<file path="src/rtl/id_pkg.sv">
// Shared decode types for idecode_hz: opcodes, control encodings, ID/EX control record
// and the immediate builder.
package id_pkg;

  localparam logic [6:0] OpLoad   = 7'b0000011;
  localparam logic [6:0] OpStore  = 7'b0100011;
  localparam logic [6:0] OpRtype  = 7'b0110011;
  localparam logic [6:0] OpItype  = 7'b0010011;
  localparam logic [6:0] OpBranch = 7'b1100011;
  localparam logic [6:0] OpJal    = 7'b1101111;

  typedef enum logic [2:0] {
    AluAdd = 3'b000,
    AluSub = 3'b001,
    AluAnd = 3'b010,
    AluOr  = 3'b011,
    AluSlt = 3'b101
  } alu_ctrl_e;

  typedef enum logic [1:0] {
    ResAlu = 2'b00,
    ResMem = 2'b01,
    ResPc4 = 2'b10
  } result_src_e;

  typedef enum logic [1:0] {
    ImmI = 2'b00,
    ImmS = 2'b01,
    ImmB = 2'b10,
    ImmJ = 2'b11
  } imm_src_e;

  // Register indices are held at full RV32 field width; the top trims them to AW.
  typedef struct packed {
    logic        valid;
    logic        reg_write;
    logic        mem_write;
    logic        jump;
    logic        branch;
    logic        alu_src;
    logic        illegal;
    result_src_e result_src;
    alu_ctrl_e   alu_ctrl;
    logic [4:0]  rs1;
    logic [4:0]  rs2;
    logic [4:0]  rd;
  } id_ex_t;

  function automatic logic [31:0] imm_build(input logic [31:0] instr, input imm_src_e src);
    logic [31:0] imm;
    unique case (src)
      ImmI:    imm = {{20{instr[31]}}, instr[31:20]};
      ImmS:    imm = {{20{instr[31]}}, instr[31:25], instr[11:7]};
      ImmB:    imm = {{19{instr[31]}}, instr[31], instr[7], instr[30:25], instr[11:8], 1'b0};
      default: imm = {{11{instr[31]}}, instr[31], instr[19:12], instr[20], instr[30:21], 1'b0};
    endcase
    return imm;
  endfunction

  function automatic alu_ctrl_e alu_from_f3(input logic [2:0] f3, input logic sub);
    alu_ctrl_e a;
    case (f3)
      3'b000:  a = sub ? AluSub : AluAdd;
      3'b010:  a = AluSlt;
      3'b110:  a = AluOr;
      3'b111:  a = AluAnd;
      default: a = AluAdd;
    endcase
    return a;
  endfunction

endpackage

</file>
<file path="src/rtl/id_regfile.sv">
// Register file with two combinational read ports and one write port; x0 reads as zero.
// IDECODE_WB_BYPASS_EN makes a same-cycle read of the written register return the new data.
module id_regfile #(
  parameter int unsigned XLEN = 32,
  parameter int unsigned NREG = 32,
  localparam int unsigned AW = $clog2(NREG)
) (
  input  logic            clk_i,
  input  logic            rst_i,
  input  logic [AW-1:0]   ra1_i,
  input  logic [AW-1:0]   ra2_i,
  output logic [XLEN-1:0] rd1_o,
  output logic [XLEN-1:0] rd2_o,
  input  logic            we_i,
  input  logic [AW-1:0]   wa_i,
  input  logic [XLEN-1:0] wd_i
);

  logic [XLEN-1:0] regs_q [NREG];

  always_ff @(posedge clk_i) begin
    if (rst_i) begin
      for (int unsigned i = 0; i < NREG; i++) regs_q[i] <= '0;
    end else if (we_i && (wa_i != '0)) begin
      regs_q[wa_i] <= wd_i;
    end
  end

  always_comb begin
    rd1_o = (ra1_i == '0) ? '0 : regs_q[ra1_i];
    rd2_o = (ra2_i == '0) ? '0 : regs_q[ra2_i];
`ifdef IDECODE_WB_BYPASS_EN
    if (we_i && (wa_i != '0) && (wa_i == ra1_i)) rd1_o = wd_i;
    if (we_i && (wa_i != '0) && (wa_i == ra2_i)) rd2_o = wd_i;
`endif
  end

endmodule

</file>
<file path="src/rtl/idecode_hz.sv">
// RISC-V decode stage: decoder, immediate, load-use stall and the ID/EX register.
// Define IDECODE_WB_BYPASS_EN for write-through register reads.
module idecode_hz import id_pkg::*; #(
  parameter int unsigned XLEN = 32,
  parameter int unsigned NREG = 32,
  localparam int unsigned AW = $clog2(NREG)
) (
  input  logic            clk,
  input  logic            reset,
  input  logic [31:0]     InstrD,
  input  logic [XLEN-1:0] PCD,
  input  logic [XLEN-1:0] PCPlus4D,
  input  logic            ValidD,
  input  logic            FlushE,
  input  logic            RegWriteW,
  input  logic [AW-1:0]   RdW,
  input  logic [XLEN-1:0] ResultW,
  output logic            StallD,
  output logic            ValidE,
  output logic            RegWriteE,
  output logic            MemWriteE,
  output logic            JumpE,
  output logic            BranchE,
  output logic            ALUSrcE,
  output logic            IllegalE,
  output logic [1:0]      ResultSrcE,
  output logic [2:0]      ALUControlE,
  output logic [AW-1:0]   Rs1E,
  output logic [AW-1:0]   Rs2E,
  output logic [AW-1:0]   RdE,
  output logic [XLEN-1:0] RD1E,
  output logic [XLEN-1:0] RD2E,
  output logic [XLEN-1:0] ImmExtE,
  output logic [XLEN-1:0] PCE,
  output logic [XLEN-1:0] PCPlus4E
);

  localparam logic [5:0] NRegLim = 6'(NREG);

  logic [6:0] opcode;
  logic [4:0] rs1_f, rs2_f, rd_f;
  logic       legal_op, uses_rs1, uses_rs2, uses_rd, rs2_hz, illegal_d, load_use;
  imm_src_e   imm_src;
  id_ex_t     dec, e_d, e_q;
  logic [XLEN-1:0] rf_rd1, rf_rd2, imm_d;
  logic [XLEN-1:0] rd1_d, rd2_d, immx_d, pc_d, pcp4_d;
  logic [XLEN-1:0] rd1_q, rd2_q, immx_q, pc_q, pcp4_q;

  assign opcode = InstrD[6:0];
  assign rs1_f  = InstrD[19:15];
  assign rs2_f  = InstrD[24:20];
  assign rd_f   = InstrD[11:7];

  id_regfile #(
    .XLEN(XLEN),
    .NREG(NREG)
  ) u_regfile (
    .clk_i (clk),
    .rst_i (reset),
    .ra1_i (rs1_f[AW-1:0]),
    .ra2_i (rs2_f[AW-1:0]),
    .rd1_o (rf_rd1),
    .rd2_o (rf_rd2),
    .we_i  (RegWriteW),
    .wa_i  (RdW),
    .wd_i  (ResultW)
  );

  always_comb begin
    dec      = '0;
    imm_src  = ImmI;
    legal_op = 1'b1;
    uses_rs1 = 1'b0;
    uses_rs2 = 1'b0;
    uses_rd  = 1'b0;
    case (opcode)
      OpRtype: begin
        dec.reg_write = 1'b1;
        dec.alu_ctrl  = alu_from_f3(InstrD[14:12], InstrD[30]);
        {uses_rs1, uses_rs2, uses_rd} = 3'b111;
      end
      OpItype: begin
        dec.reg_write = 1'b1;
        dec.alu_src   = 1'b1;
        dec.alu_ctrl  = alu_from_f3(InstrD[14:12], 1'b0);
        {uses_rs1, uses_rd} = 2'b11;
      end
      OpLoad: begin
        dec.reg_write  = 1'b1;
        dec.alu_src    = 1'b1;
        dec.result_src = ResMem;
        {uses_rs1, uses_rd} = 2'b11;
      end
      OpStore: begin
        dec.mem_write = 1'b1;
        dec.alu_src   = 1'b1;
        imm_src       = ImmS;
        {uses_rs1, uses_rs2} = 2'b11;
      end
      OpBranch: begin
        dec.branch   = 1'b1;
        dec.alu_ctrl = AluSub;
        imm_src      = ImmB;
        {uses_rs1, uses_rs2} = 2'b11;
      end
      OpJal: begin
        dec.jump       = 1'b1;
        dec.reg_write  = 1'b1;
        dec.result_src = ResPc4;
        imm_src        = ImmJ;
        uses_rd        = 1'b1;
      end
      default: legal_op = 1'b0;
    endcase
    // Register fields beyond the implemented file (RV32E) are illegal only where used.
    illegal_d = ~legal_op
              | (uses_rs1 & ({1'b0, rs1_f} >= NRegLim))
              | (uses_rs2 & ({1'b0, rs2_f} >= NRegLim))
              | (uses_rd  & ({1'b0, rd_f}  >= NRegLim));
    dec.valid = 1'b1;
    dec.rs1   = rs1_f;
    dec.rs2   = rs2_f;
    dec.rd    = rd_f;
    if (illegal_d) begin
      dec.illegal   = 1'b1;
      dec.reg_write = 1'b0;
      dec.mem_write = 1'b0;
      dec.jump      = 1'b0;
      dec.branch    = 1'b0;
    end
  end

  assign imm_d = XLEN'($signed(imm_build(InstrD, imm_src)));

  assign rs2_hz   = (opcode == OpRtype) || (opcode == OpStore) || (opcode == OpBranch);
  assign load_use = e_q.valid && (e_q.result_src == ResMem) && (e_q.rd != '0) && ValidD &&
                    ((e_q.rd == rs1_f) || ((e_q.rd == rs2_f) && rs2_hz));
  assign StallD   = load_use && !reset;

  always_comb begin
    e_d    = '0;
    rd1_d  = '0;
    rd2_d  = '0;
    immx_d = '0;
    pc_d   = '0;
    pcp4_d = '0;
    if (!FlushE && !load_use && ValidD) begin
      e_d    = dec;
      rd1_d  = rf_rd1;
      rd2_d  = rf_rd2;
      immx_d = imm_d;
      pc_d   = PCD;
      pcp4_d = PCPlus4D;
    end
  end

  always_ff @(posedge clk) begin
    if (reset) begin
      e_q    <= '0;
      rd1_q  <= '0;
      rd2_q  <= '0;
      immx_q <= '0;
      pc_q   <= '0;
      pcp4_q <= '0;
    end else begin
      e_q    <= e_d;
      rd1_q  <= rd1_d;
      rd2_q  <= rd2_d;
      immx_q <= immx_d;
      pc_q   <= pc_d;
      pcp4_q <= pcp4_d;
    end
  end

  assign ValidE      = e_q.valid;
  assign RegWriteE   = e_q.reg_write;
  assign MemWriteE   = e_q.mem_write;
  assign JumpE       = e_q.jump;
  assign BranchE     = e_q.branch;
  assign ALUSrcE     = e_q.alu_src;
  assign IllegalE    = e_q.illegal;
  assign ResultSrcE  = e_q.result_src;
  assign ALUControlE = e_q.alu_ctrl;
  assign Rs1E        = e_q.rs1[AW-1:0];
  assign Rs2E        = e_q.rs2[AW-1:0];
  assign RdE         = e_q.rd[AW-1:0];
  assign RD1E        = rd1_q;
  assign RD2E        = rd2_q;
  assign ImmExtE     = immx_q;
  assign PCE         = pc_q;
  assign PCPlus4E    = pcp4_q;

endmodule

</file>
<file path="config.mk">
export PLATFORM = sky130hd
export DESIGN_NAME = idecode_hz
export DESIGN_NICKNAME = d
export VERILOG_FILES = /design/src/rtl/id_pkg.sv /design/src/rtl/id_regfile.sv /design/src/rtl/idecode_hz.sv
export SDC_FILE = /design/constraint.sdc
export NUM_CORES = 2
export LEC_CHECK = 0
export ABC_AREA = 0
export BUFFER_PORTS_ARGS = -buffer_cell sky130_fd_sc_hd__clkbuf_2
export CORE_MARGIN = 8
export CORE_UTILIZATION = 50
export DETAILED_ROUTE_END_ITERATION = 8
export HOLD_SLACK_MARGIN = 0.06
export PLACE_DENSITY = 0.67
export SYNTH_ARGS = -nofsm -noshare
export SYNTH_HDL_FRONTEND = slang
export SYNTH_SLANG_ARGS = --single-unit
export TNS_END_PERCENT = 10
</file>
<file path="constraint.sdc">
create_clock -name clk -period 6.4 [get_ports clk]
set_input_delay 1.28 -clock clk [delete_from_list [all_inputs] [get_ports clk]]
set_output_delay 1.28 -clock clk [all_outputs]
set_load 0.01 [all_outputs]
</file>
Word level (Yosys, flattened, before mapping)
Memories as Yosys holds them, arrays and structs flattened. A register that Yosys moved wholly into a read port is not among the register bits.
Cells that the tools add are included.

operators by class
  $add $sub $neg = 0
  multipliers = 0
  divide/modulo/power cells = 0
  magnitude comparators = 0
  equality and inequality tests = 14
  shift operators = 0
  muxes and demuxes = 24
  bitwise logic cells = 2
  reduce and logical (&&, ||, !) cells = 29

operators with widths
  kind                number
  $pmux 20 s3         1
  $mux 32             1
  $reduce_or 32->1    1
  $mux 27             1
  $pmux 3 s3          2
  $eq 7x6->1 const B  2
  $eq 7x7->1 const B  2
  $mux 1              14
  $pmux 3 s4          1
  $reduce_or 3->1     4
  $eq 5x5->1          2
  $logic_not 5->1     2
  $reduce_bool 5->1   2
  $logic_and 1x1->1   9
  $eq 7x2->1 const B  1
  $eq 7x5->1 const B  1
  $eq 3x3->1 const B  2
  $pmux 2 s3          1
  $reduce_or 6->1     1
  $mux 5              1
  $eq 2x1->1 const B  2
  $mux 4              1
  $pmux 2 s2          1
  $reduce_or 4->1     1
  8 further kinds     13

storage, ports and cells
  register bits = 112
  latch bits = 0
  memory bits (writable) = 1,024
  ROM bits = 0
  input bits = 138
  word-level logic and storage cells = 85
  memories kept = 1

memory list
  name              depth  bits a word  read ports  clocked after memory_dff  wr ports  line              text
  u_regfile.regs_q  32     32           2           2                         32        id_regfile.sv:19  logic [XLEN-1:0] regs_q [NREG];

Longest topological paths before layout
  word-level depth = 11
  depth in mapped cells = 10

By module
From an unflattened synthesis, not the netlist that was laid out.

second synthesis, totals
  cells, all modules = 3,960
  area, all modules = 59,513.3 um2

modules (own cells, without submodules)
  module      times used  cells each  area an instance (um2)  sequential area each (um2)
  id_regfile  1           3,502       54,253.3                30,749.5
  idecode_hz  1           458         5,260.0                 3,523.4

Worst setup path before layout
OpenSTA, ideal clock, no wires.

  kind = input to output
  start point = input port InstrD[3]
  end point = output port StallD
  arrival time = 2.629 ns
  slack = 2.491 ns
  cell stages on the path = 5
  path through = or2_4 or4_4 a2111oi_4 nor2_1 nor2_1

on the way
  longest elaborated chain between the ends = 7
  elaborated cells on any way between the ends = 9

ends and longest elaborated chain
  item                 line               text
  start: declaration   idecode_hz.sv:10   input logic [31:0] InstrD,
  $eq 7x6->1           n/a
  $logic_or 1x1->1     idecode_hz.sv:135  assign rs2_hz = (opcode == OpRtype) || (opcode == OpStore) || (opcode == OpBranch);
  $logic_or 1x1->1 *   idecode_hz.sv:135
  $logic_and 1x1->1 *  idecode_hz.sv:137  ((e_q.rd == rs1_f) || ((e_q.rd == rs2_f) && rs2_hz));
  $logic_or 1x1->1 *   idecode_hz.sv:137
  $logic_and 1x1->1 *  idecode_hz.sv:136  assign load_use = e_q.valid && (e_q.result_src == ResMem) && (e_q.rd != '0) && ValidD &&
  $logic_and 1x1->1 *  idecode_hz.sv:138  assign StallD = load_use && !reset;
  end: declaration     idecode_hz.sv:18   output logic StallD,

Mark *: on every way between the ends. The rest lies on a longest branch, timed or not.

Final worst setup path
  start point = input port InstrD[4]
  end point = output port StallD

The elaborated chain is that of the path after synthesis.

==> results.cfg <==
[power]
p_leak_nw = 23.21
power_mw = 18.51
irDropWorstVdd_mv = 0.2672
power_density_mw_per_mm2 = 282.4

[synth]
avgSynthCellArea_um2 = 14.90
yosys-mux-area-fraction_pct = 19.69
synthCells = 3909
synth_area_leaders = edfxtp_1 53%, mux4_2 17%, and2_1 12%
synth_area_leader_cell = edfxtp_1
synth_commonest_cells = 1079 x and2_1, 1024 x edfxtp_1, 448 x mux4_2, 308 x clkbuf_1, 176 x dfxtp_1
synthAdderAreaFrac_pct = 0
ys_ff_latch = 1200
yosysSeqAreaShare_pct = 58.86
synth_top_family_by_area = multiplexers
synth-simple-area-share_pct = 14.37
synth_ff_type = edfxtp_1
synth_xor_area_share_pct = 0.1504
synth_edf_count = 1024
ys_warn_count = 0
synth_cell_types = 48
postSynth.asyncResetShare_pct = 0
synth_compound_area_share_pct = 3.911
yosysMostFrequentCell = and2_1
yosysTopAreaCellShare_pct = 52.81
syn-cell-area_mm2 = 0.05822

[global_routing]
antenna_found_initial = 17
grt_pass1_wl_um = 281600
grt_pass1_vias = 37949
grt_usage_pct = 31.02
grt_max_degree = 123
overflow = 0

[setup_path]
worst_setup_path_start_kind = input pin
end_kind = output port
crit_required_ns = 5.12
cp.arrival_ns = 3.00
cp_max_fo = 6
crit_type = in -> out

[placed_design]
portBuffers = 325
place_congestion = 0.9302
pre_cts_ws_ns = 1.699
dp_hpwl_um = 119100

[route]
post_drt_wl_per_cell_um = 35.29
drc = 0
wl_met1_um = 74030
vias_per_cell = 6.751
wl_met2_um = 89510
drt_iter0_drc = 6023
via_count = 38482
top_layer_used = met5
dr.pass1.iters = 6
drtAntennaViolNets = 0
drt_wl_total_um = 201100
wl_met3_um = 27620

[die]
initial_core_util_pct = 50.24
io-pin-count = 326
die_h_um = 357.2
dieWidth_um = 357.2
die_area_mm2 = 0.1276
coreArea_mm2 = 0.1159
rows = 125

[finish]
post-route-util_pct = 56.56
layout-drive-gt1-share_pct = 28.25
syn_to_final_growth_pct = 12.59
final_nets = 4204

[run]
cap_violations = 0

[outcome]
status = finished, final reports clean

[clock_tree]
cts_root_buf = clkbuf_16
clkTransAtPathRegs_ns = 0.06
clk_path_buf_depth = 3
cts_tree = yes
post_cts_buffers = 0
cts_htree_levels = 4
cts.sinks = 1200
ctsHoldBuffers = 0
cts_resized = 0
numCtsBuffers = 133
clk_latency_ns = 0.74

[timing]
slew_violations = 0
post-route-period-util_pct = 66.80
layout_setup_ws_ns = 2.125
fin_worst_skew_ns = 0.02377
setup_viol = 0
hold_viol = 0
rsz0062_at_grt = false
tns_ns = 0
worstMarginPinSlew_ns = 1.453
slew_headroom_pct = 3.125
clock.fmax_mhz = 233.9
hold_slack_ns = 0.7336
min_period_ns = 4.275

[worst_hold_path]
hold_path.class = in -> reg
[final cells by class]
cell class / instances / area, um^2
fillers: 9064 / 50340
flip-flops and latches: 1200 / 34270
multi-input cells: 2314 / 22610
clock buffers: 182 / 3822
repair buffers: 413 / 2445
well taps: 1524 / 1907
clock inverters: 54 / 460.4
diodes: 9 / 22.52
inverters: 4 / 15.01
[where the power goes]
| part | switching (mW) | leakage (nW) | total, mW | internal (mW) |
|---|---|---|---|---|
| sequential | 0.232 | 11.2 | 9.12 | 8.88 |
| clock | 3.14 | 2.11 | 7.60 | 4.45 |
| combinational | 1.07 | 9.92 | 1.80 | 0.729 |
| total | 4.45 | 23.2 | 18.5 | 14.1 |
[registers in the layout (all words and copies together), names as in the netlist]
| name | count |
|---|---|
| ValidE | 1 |
| Rs2E | 5 |
| ALUSrcE | 1 |
| IllegalE | 1 |
| MemWriteE | 1 |
| RdE | 5 |
| BranchE | 1 |
| RD1E | 32 |
| RD2E | 32 |
| JumpE | 1 |
| u_regfile.regs_q | 1024 |
| RegWriteE | 1 |
| ALUControlE | 3 |
| ResultSrcE | 2 |
| ImmExtE | 21 |
| PCPlus4E | 32 |
| PCE | 32 |
| Rs1E | 5 |
[cells by family after synthesis]
| kind of cell | Yosys count |
|---|---|
| multiplexers | 581 |
| flip-flops | 1200 |
| XOR/XNOR | 10 |
| other | 1 |
| buffers and inverters | 426 |
| AO/OA/AOI/OAI | 336 |
| AND/OR/NAND/NOR | 1355 |
[worst paths after layout]
check | from | to | cells after the start | slack (ns)
worst min-delay path | PCD[26] | PCE[26] | 2 | 0.73
worst max register to register | RdE[1] | PCE[12] | 6 | 3.18
worst max-delay path | InstrD[4] | StallD | 7 | 2.12
worst min register to register | u_regfile.regs_q[24][12] | RD1E[12] | 4 | 0.93
[metal layers]
| metal | global-route usage, % | vias to the layer above |
|---|---|---|
| li1 | - | 15215 |
| met1 | 41.55 | 19572 |
| met2 | 46.65 | 3159 |
| met3 | 9.335 | 532 |
| met4 | 14.38 | 4 |
| met5 | 0 | - |
[cells in the final DEF, fill, tap and decap left out, types with 33 or more instances in the layout]
| master | synthesis | routed |
|---|---|---|
| dfxtp_1 | 176 | 176 |
| a21oi_1 | 43 | 43 |
| mux2i_1 | 100 | 100 |
| o22ai_1 | 128 | 128 |
| mux2_2 | 33 | 33 |
| clkbuf_2 | 1 | 319 |
| or4_1 | 33 | 33 |
| buf_4 | 12 | 81 |
| nor3_1 | 71 | 69 |
| a22oi_1 | 64 | 64 |
| mux4_2 | 448 | 448 |
| clkbuf_16 | 0 | 141 |
| edfxtp_1 | 1024 | 1024 |
| and2_1 | 1079 | 1078 |
[worst max-delay path: stages]
cell and delay (ns):
clkbuf_2 0.12, nand2b_1 0.29, or3_1 0.56, a2111oi_4 0.36
nor2_1 0.08, nor2_1 0.13, clkbuf_2 0.16
[through the flow]
step | instances | instance area, um^2
2_1_floorplan | 3940 | 58340
4_1_cts | 5691 | 65530
3_3_place_gp | 5455 | 61250
3_5_place_dp | 5455 | 61250
5_1_grt | 5694 | 65540
6_report | 5700 | 65550
(Power assumes the default switching activity.)
